**src/rtl/alu_pipe.sv**
```systemverilog
// Registered execute-stage ALU with valid/ready handshakes on both sides, NZCV flags
// and an iterative shift-add multiplier.
module alu_pipe #(
  parameter int unsigned WIDTH = 16
) (
  input  logic             clk,
  input  logic             rst,
  input  logic             in_valid,
  output logic             in_ready,
  input  logic [3:0]       com,
  input  logic [WIDTH-1:0] ina,
  input  logic [WIDTH-1:0] inb,
  output logic             out_valid,
  input  logic             out_ready,
  output logic [WIDTH-1:0] out,
  output logic [3:0]       flags,
  output logic             err,
  output logic             busy
);

  localparam int unsigned      CntW    = $clog2(WIDTH);
  localparam logic [CntW-1:0]  CntLast = CntW'(WIDTH - 1);
  localparam logic [WIDTH-1:0] ShMax   = WIDTH'(WIDTH);

  localparam logic [3:0] OpTha = 4'd0;
  localparam logic [3:0] OpThb = 4'd1;
  localparam logic [3:0] OpAnd = 4'd2;
  localparam logic [3:0] OpOr  = 4'd3;
  localparam logic [3:0] OpSl  = 4'd4;
  localparam logic [3:0] OpSr  = 4'd5;
  localparam logic [3:0] OpAdd = 4'd6;
  localparam logic [3:0] OpSub = 4'd7;
  localparam logic [3:0] OpSra = 4'd8;
  localparam logic [3:0] OpXor = 4'd9;
  localparam logic [3:0] OpMul = 4'd10;

  typedef enum logic [1:0] {StIdle, StMul, StWait} state_e;

  state_e           state_q, state_d;
  logic [WIDTH-1:0] acc_q, acc_d;
  logic [WIDTH-1:0] ma_q, ma_d;
  logic [WIDTH-1:0] mb_q, mb_d;
  logic [CntW-1:0]  cnt_q, cnt_d;
  logic             out_valid_q, out_valid_d;
  logic [WIDTH-1:0] out_q, out_d;
  logic [3:0]       flags_q, flags_d;
  logic             err_q, err_d;

  logic [WIDTH:0]   add_full, sub_full;
  logic             sh_big;
  logic [WIDTH-1:0] alu_res;
  logic             alu_c, alu_v, alu_err;

  logic             slot_free, accept, load;
  logic [WIDTH-1:0] load_res, mul_step;
  logic             load_c, load_v, load_err;

  // Single-cycle datapath for every op except MUL.
  always_comb begin
    add_full = {1'b0, ina} + {1'b0, inb};
    sub_full = {1'b0, ina} - {1'b0, inb};
    sh_big   = (inb >= ShMax);
    alu_res  = '0;
    alu_c    = 1'b0;
    alu_v    = 1'b0;
    alu_err  = 1'b0;
    case (com)
      OpTha: alu_res = ina;
      OpThb: alu_res = inb;
      OpAnd: alu_res = ina & inb;
      OpOr:  alu_res = ina | inb;
      OpSl:  alu_res = sh_big ? '0 : ina << inb;
      OpSr:  alu_res = sh_big ? '0 : ina >> inb;
      OpAdd: begin
        alu_res = add_full[WIDTH-1:0];
        alu_c   = add_full[WIDTH];
        alu_v   = (ina[WIDTH-1] == inb[WIDTH-1]) && (alu_res[WIDTH-1] != ina[WIDTH-1]);
      end
      OpSub: begin
        alu_res = sub_full[WIDTH-1:0];
        alu_c   = sub_full[WIDTH];  // borrow
        alu_v   = (ina[WIDTH-1] != inb[WIDTH-1]) && (alu_res[WIDTH-1] != ina[WIDTH-1]);
      end
      OpSra: alu_res = sh_big ? {WIDTH{ina[WIDTH-1]}} : WIDTH'($signed(ina) >>> inb);
      OpXor: alu_res = ina ^ inb;
      OpMul: alu_res = '0;
      default: alu_err = 1'b1;
    endcase
  end

  always_comb begin
    slot_free = !out_valid_q || out_ready;
    in_ready  = (state_q == StIdle) && slot_free;
    accept    = in_valid && in_ready;
    mul_step  = acc_q + (mb_q[0] ? ma_q : '0);

    state_d  = state_q;
    acc_d    = acc_q;
    ma_d     = ma_q;
    mb_d     = mb_q;
    cnt_d    = cnt_q;
    load     = 1'b0;
    load_res = alu_res;
    load_c   = alu_c;
    load_v   = alu_v;
    load_err = alu_err;

    case (state_q)
      StIdle: begin
        if (accept) begin
          if (com == OpMul) begin
            acc_d   = '0;
            ma_d    = ina;
            mb_d    = inb;
            cnt_d   = '0;
            state_d = StMul;
          end else begin
            load = 1'b1;
          end
        end
      end
      StMul: begin
        acc_d = mul_step;
        ma_d  = ma_q << 1;
        mb_d  = mb_q >> 1;
        cnt_d = cnt_q + 1'b1;
        if (cnt_q == CntLast) begin
          cnt_d = '0;
          if (slot_free) begin
            load     = 1'b1;
            load_res = mul_step;
            load_c   = 1'b0;
            load_v   = 1'b0;
            load_err = 1'b0;
            state_d  = StIdle;
          end else begin
            state_d = StWait;
          end
        end
      end
      StWait: begin
        if (slot_free) begin
          load     = 1'b1;
          load_res = acc_q;
          load_c   = 1'b0;
          load_v   = 1'b0;
          load_err = 1'b0;
          state_d  = StIdle;
        end
      end
      default: state_d = StIdle;
    endcase

    // A load only happens when the slot is free, so a stalled result is never overwritten.
    out_valid_d = load ? 1'b1 : (out_ready ? 1'b0 : out_valid_q);
    out_d       = load ? load_res : out_q;
    flags_d     = load ? {load_res[WIDTH-1], load_res == '0, load_c, load_v} : flags_q;
    err_d       = load ? load_err : err_q;
  end

  always_ff @(posedge clk) begin
    if (rst) begin
      state_q     <= StIdle;
      acc_q       <= '0;
      ma_q        <= '0;
      mb_q        <= '0;
      cnt_q       <= '0;
      out_valid_q <= 1'b0;
      out_q       <= '0;
      flags_q     <= '0;
      err_q       <= 1'b0;
    end else begin
      state_q     <= state_d;
      acc_q       <= acc_d;
      ma_q        <= ma_d;
      mb_q        <= mb_d;
      cnt_q       <= cnt_d;
      out_valid_q <= out_valid_d;
      out_q       <= out_d;
      flags_q     <= flags_d;
      err_q       <= err_d;
    end
  end

  assign out_valid = out_valid_q;
  assign out       = out_q;
  assign flags     = flags_q;
  assign err       = err_q;
  assign busy      = (state_q != StIdle);

endmodule
```
**config.mk**
```make
export PLATFORM = sky130hd
export DESIGN_NAME = alu_pipe
export DESIGN_NICKNAME = d
export VERILOG_FILES = /design/src/rtl/alu_pipe.sv
export SDC_FILE = /design/constraint.sdc
export NUM_CORES = 1
export LEC_CHECK = 0
export ABC_AREA = 1
export BUFFER_PORTS_ARGS = -buffer_cell sky130_fd_sc_hd__buf_2
export CELL_PAD_IN_SITES_DETAIL_PLACEMENT = 1
export CELL_PAD_IN_SITES_GLOBAL_PLACEMENT = 1
export CORE_UTILIZATION = 40
export DETAILED_ROUTE_END_ITERATION = 8
export PLACE_DENSITY_LB_ADDON = 0.12
export SYNTH_ARGS = -nofsm -noshare
export SYNTH_HDL_FRONTEND = slang
export SYNTH_SLANG_ARGS = --single-unit
```
**constraint.sdc**
```tcl
create_clock -name clk -period 3.3 [get_ports clk]
set_clock_uncertainty 0.05 [all_clocks]
set_input_delay 0 -clock clk [delete_from_list [all_inputs] [get_ports clk]]
set_output_delay 0 -clock clk [all_outputs]
set_load 0.02 [all_outputs]
```
; ---- Word level (Yosys, flattened, before mapping)
; Cells that the tools add are included.
[word_totals]
regBits = 76
inputBits = 40
output_inout_bits = 24
wordCells = 103
[classes]
add_sub_neg = 4
order_cmp = 1
eq_ne = 21
n_shift = 3
muxes = 47
n_bitwise = 3
reduce_logical = 15
[op_table]
columns = op, n
row1 = 16-bit 2-to-1 mux, 13
row2 = 16-bit case mux with 10 select lines, 1
row3 = 16-bit case mux with 2 select lines, 4
row4 = 16-bit by 16-bit adder with 17-bit output, 1
row5 = 16-bit by 16-bit subtractor with 17-bit output, 1
row6 = 16-bit adder, 1
row7 = 16-bit AND, 1
row8 = 4-bit by 3-bit == test with 1-bit output (second input constant), 4
row9 = 4-bit == test (second input constant), 4
row10 = 16-bit by 5-bit >= comparator with 1-bit output (second input constant), 1
row11 = 16-bit zero test, 1
row12 = 16-bit OR, 1
row13 = 16-bit by 16-bit left shift with 16-bit output, 1
row14 = 16-bit by 16-bit >> shifter with 16-bit output, 1
row15 = 16-bit by 16-bit >>> shifter with 16-bit output, 1
row16 = 16-bit bitwise XOR, 1
row17 = 1-bit 2-to-1 mux, 13
row18 = 4-bit 2-to-1 mux, 3
row19 = 11-bit OR reduction, 1
row20 = 2-bit 2-to-1 mux, 5
row21 = 1-bit case mux with 2 select lines, 5
row22 = 4-bit by 2-bit == test with 1-bit output (second input constant), 2
row23 = 4-bit case mux with 2 select lines, 1
row24 = 2-bit inequality test (second input constant), 3
row25 = other kinds (17), 24

; ---- Longest topological paths before layout
[logic_depth]
ltp_word = 7
ltp_mapped = 24
depth_no_buf = 23

; ---- Worst setup path after synthesis
; OpenSTA, ideal clock, no wires.
[synth_timing]
path_kind = register -> register
start = register mb_q[0]
end = register flags_q[2], in the netlist flags[2]
setup_ns = 0.071
arrival_ns = 2.759
path_slack_ns = 0.421
stages_incl_launch_ff = 19
n_path_buf = 2
synth_period_minus_slack_ns = 2.879
path_cell_list = dfxtp_1 > clkbuf_1 > clkbuf_1 > nand2_1 > inv_1 > ha_1 > a21oi_1 > o21ai_0 > a21oi_1 > nand3b_1 > nand2_1 > or2_2 > nand3_1 > a21oi_1 > a21oi_1 > nand3_1 > nor3_2 > nand3_1 > a21oi_1
[synth_between]
elab_chain_cells = 6
[synth_rtl]
columns = element, line
row1 = start: declaration, 42  ; logic [WIDTH-1:0] mb_q, mb_d;
row2 = start signal: assignment, 176  ; mb_q <= mb_d;
row3 = 16-bit 2-to-1 mux, 95  ; mul_step = acc_q + (mb_q[0] ? ma_q : '0);
row4 = 16-bit adder, 95
row5 = 16-bit 2-to-1 mux, 129  ; if (slot_free) begin
row6 = 16-bit 2-to-1 mux, 127  ; if (cnt_q == CntLast) begin
row7 = 16-bit case mux with 2 select lines, 108  ; case (state_q)
row8 = 16-bit zero test, 157  ; flags_d = load ? {load_res[WIDTH-1], load_res == '0, load_c, load_v} : flags_q;
row9 = end signal: assignment, 180  ; flags_q <= flags_d;
row10 = end: declaration, 46  ; logic [3:0] flags_q, flags_d;
; No other way between the ends.
; A chain may end at the register's enable or synchronous reset.

; ---- Final worst setup path
[layout_timing]
start = input port inb[9]
end = register flags_q[2], in the netlist flags[2]
[layout_between]
elab_chain_cells = 7
[layout_rtl]
columns = element, line
row1 = start: declaration, 12  ; input logic [WIDTH-1:0] inb,
row2 = 16-bit by 5-bit >= comparator with 1-bit output (tied with other cells), 62  ; sh_big = (inb >= ShMax);
row3 = 16-bit 2-to-1 mux (on tied branches), "84, 72, 73"
row4 = 16-bit case mux with 10 select lines (*), 67  ; case (com)
row5 = 16-bit 2-to-1 mux, 129
row6 = 16-bit 2-to-1 mux, 127
row7 = 16-bit case mux with 2 select lines (*), 108
row8 = 16-bit zero test (*), 157
; Mark *: on every way between the ends. The rest lies on a longest branch, timed or not.

==> key figures <==
Status
  – Status: finished clean

Final layout
  – Ant diodes: 0
  – Fin nets: 1,730
  – Layout cell share with drive strength beyond 1: 0.106
  – Syn-to-layout area delta: 14.3%
  – # fillers: 3,100
  – Finished Cell Area: 10,000 um^2

Drt
  – Vias: 11,000
  – First-iteration detailed-routing DRC count: 780
  – Drt wl/cell: 21.4 um
  – Final ANT Viol Nets: 0
  – Detailed Route WL: 40,600 um
  – Via density per instance: 5.79
  – # DRC: 0
  – Drt first pass iters: 4

Logic synthesis
  – Dominant cells by area after synthesis: nand2_1 21%, dfxtp_1 17%, ha_1 9.7%
  – Mapped Area: 8790 um^2
  – Synth unique cells: 52
  – Count leader, synth: nand2_1
  – Sequential area share after synthesis: 0.171
  – FFs w/ async S/R, synth: 0
  – Main synth FF type: dfxtp_1
  – YS warnings: 0
  – Synth Area per Inst: 5.68 um^2
  – Largest area contributor in the netlist: nand2_1
  – Share of the synthesized area in the top cell type: 0.205
  – Yosys reg bits: 75
  – Synth cell count leaders: 480 x nand2_1, 171 x inv_1, 156 x nand3_1
  – Post-synth EDFFs: 0
  – Synth Instances: 1,548
  – Mapped Nets: 1,659

Clocking
  – CTS tree: done
  – Root buf cell: clkbuf_16
  – Reg clk slew, reported paths: 70 ps
  – CTS Sinks: 75
  – H-tree levels: 3
  – CTS buffer count: 9
  – Max Buffers Root-to-Sink: 2
  – Clk Latency, worst-skew pair: 340 ps

Global route
  – First-pass GRT wire length: 62,000 um
  – Overflow after GRT: 0
  – Largest net degree at the start of global routing: 64
  – Initial antenna violation count: 1
  – GRT Overall Usage: 0.365
  – Vias in the first global route: 10,900

Die
  – Core area: 21,300 um^2
  – Core Rows: 53
  – Chip Width: 150 um
  – Die height: 150 um
  – Initial Util: 0.413
  – Ports: 64
  – Die area: 22,600 um^2

Timing
  – Hold Violations, Final: 0
  – Final WS setup: 186 ps
  – Least-Margin Pin Slew: 1160 ps
  – Max-slew headroom: 0.221
  – Max Slew Vio Count: 0
  – Final worst-path cycle share: 0.944
  – Period minus WS final: 3110 ps
  – FMAX: 321 MHz
  – Setup Viol. Count Final: 0

Placed design
  – HPWL after DPL: 32,500 um
  – Port bufs: 63
  – Setup slack at placement: 147 ps
  – GP Congestion: 1.01
  – Post-DP Area: 9560 um^2

Pwr
  – Cell leakage power: 5.06 nW
  – Worst VDD drop: 0.391 mV
  – Power Dens Cells: 527 nW/um^2

Critical path
  – Critical Path RT: 3520 ps
  – Startpoint Class: input pin
  – WS Path Type: in -> reg
  – CP max FO: 7
  – CP Capture Type: flop
  – WP data arrival: 3330 ps

Worst hold path
  – Hold WC Path Type: in -> reg

Flow run
  – Maxcap violations: 0
repair_timing:
action                                 CTS  global route
hold buffers                            11             0
endpoints found under the hold margin   11             0
setup buffers                            0             1
gates resized for setup                  0            17
setup endpoints to repair                0             2
power breakdown:
group | total [W] | switching, W | internal, W
clock | 0.00113 | 0.000450 | 0.000677
combinational | 0.00271 | 0.00192 | 0.000788
sequential | 0.00146 | 0.000217 | 0.00124
total | 0.00529 | 0.00259 | 0.00270
layer usage:
| layer | track usage | vias to the layer above | wire length [um] |
|---|---|---|---|
| li1 | - | 5276 | - |
| met1 | 0.494 | 5304 | 18700 |
| met2 | 0.571 | 342 | 17700 |
| met3 | 0.0691 | 74 | 2800 |
| met4 | 0.136 | 2 | 1440 |
| met5 | 0 | - | 11 |
state kept, by name (all words and copies together) (netlist names):
signal	flops
acc_q	16
out_valid	1
err	1
state_q	2
ma_q	16
mb_q	16
cnt_q	4
out	16
flags	3
layout make-up:
type                       instances  area [um^2]  share of cell area
clock inverter                     7          105              0.0105
timing repair buffer             128          831              0.0827
tap                              275          344              0.0342
inverter                         180          676              0.0672
sequential                        75         1500               0.150
multi-input combinational       1225         6360               0.633
clock buffer                       9          225              0.0224
kinds of logic after synthesis:
kind of cell,Yosys count,synth area share
and+or+nand+nor,812,0.390
AOI/OAI and AO/OA,331,0.215
buffers and inverters,248,0.110
DFF,75,0.171
adders and majority gates,71,0.104
xor gates and xnor gates,11,0.0110
through the flow:
stage / cells / setup TNS, ps / hold slack, ps / power, W / util
floorplan: 1548 / 0 / 111 / 0.00318 / -
global placement: 1871 / 0 / 270 / 0.00405 / 0.449
detailed placement: 1871 / 0 / 272 / 0.00411 / 0.449
CTS: 1898 / 0 / 0.381 / 0.00526 / 0.470
global route: 1899 / -18.1 / 13.9 / 0.00565 / 0.472
finish: 1899 / 0 / 21.5 / 0.00529 / 0.472
cell usage in the layout, fill, tap and decap left out, types with 3 or more instances in the layout:
| cell | Yosys | final |
|---|---|---|
| nand2_1 | 480 | 480 |
| xor2_1 | 7 | 7 |
| inv_6 | 0 | 3 |
| nand3b_1 | 6 | 6 |
| a21o_1 | 4 | 4 |
| o21ai_0 | 100 | 97 |
| o21ai_1 | 1 | 4 |
| nor2_2 | 1 | 4 |
| ha_1 | 68 | 64 |
| clkinv_1 | 3 | 3 |
| nand4_1 | 21 | 21 |
| a21oi_2 | 0 | 5 |
| a31oi_1 | 33 | 33 |
| nand3_1 | 156 | 155 |
| buf_2 | 14 | 63 |
| inv_2 | 6 | 6 |
| inv_1 | 171 | 171 |
| o211ai_1 | 12 | 12 |
| a221oi_1 | 3 | 3 |
| a21oi_1 | 123 | 118 |
| clkbuf_16 | 0 | 9 |
| fa_1 | 3 | 3 |
| o31ai_1 | 3 | 3 |
| xnor2_1 | 4 | 4 |
| o22ai_1 | 23 | 23 |
| dfxtp_1 | 75 | 74 |
| ha_2 | 0 | 4 |
| dlygate4sd3_1 | 0 | 11 |
| nor2_1 | 120 | 117 |
| nor3_1 | 8 | 8 |
| a211oi_1 | 8 | 8 |
| buf_4 | 2 | 54 |
| nor2_4 | 4 | 4 |
| or2_2 | 7 | 7 |
| o221ai_1 | 4 | 4 |
worst max-delay path: stages:
cell and delay [ps]:
dlygate4sd3_1 550, buf_2 170, inv_1 120, ha_2 350
inv_1 140, o21ai_0 130, a21oi_1 270, nand3_1 150
a21o_1 190, o21ai_0 250, nand4_1 260, a21oi_2 290
nand3_1 130, nor3_2 110, nand3_1 80, a21oi_1 130
worst paths after layout:
| kind | startpoint | end | slack, ps | cells after the start |
|---|---|---|---|---|
| setup / recovery | inb[9] | flags[2] | 190 | 16 |
| hold / removal | inb[13] | mb_q[13] | 20 | 3 |
| hold reg to reg | flags[0] | flags[0] | 410 | 2 |
| setup reg to reg | mb_q[0] | flags[2] | 290 | 16 |
(Power assumes the default switching activity.)
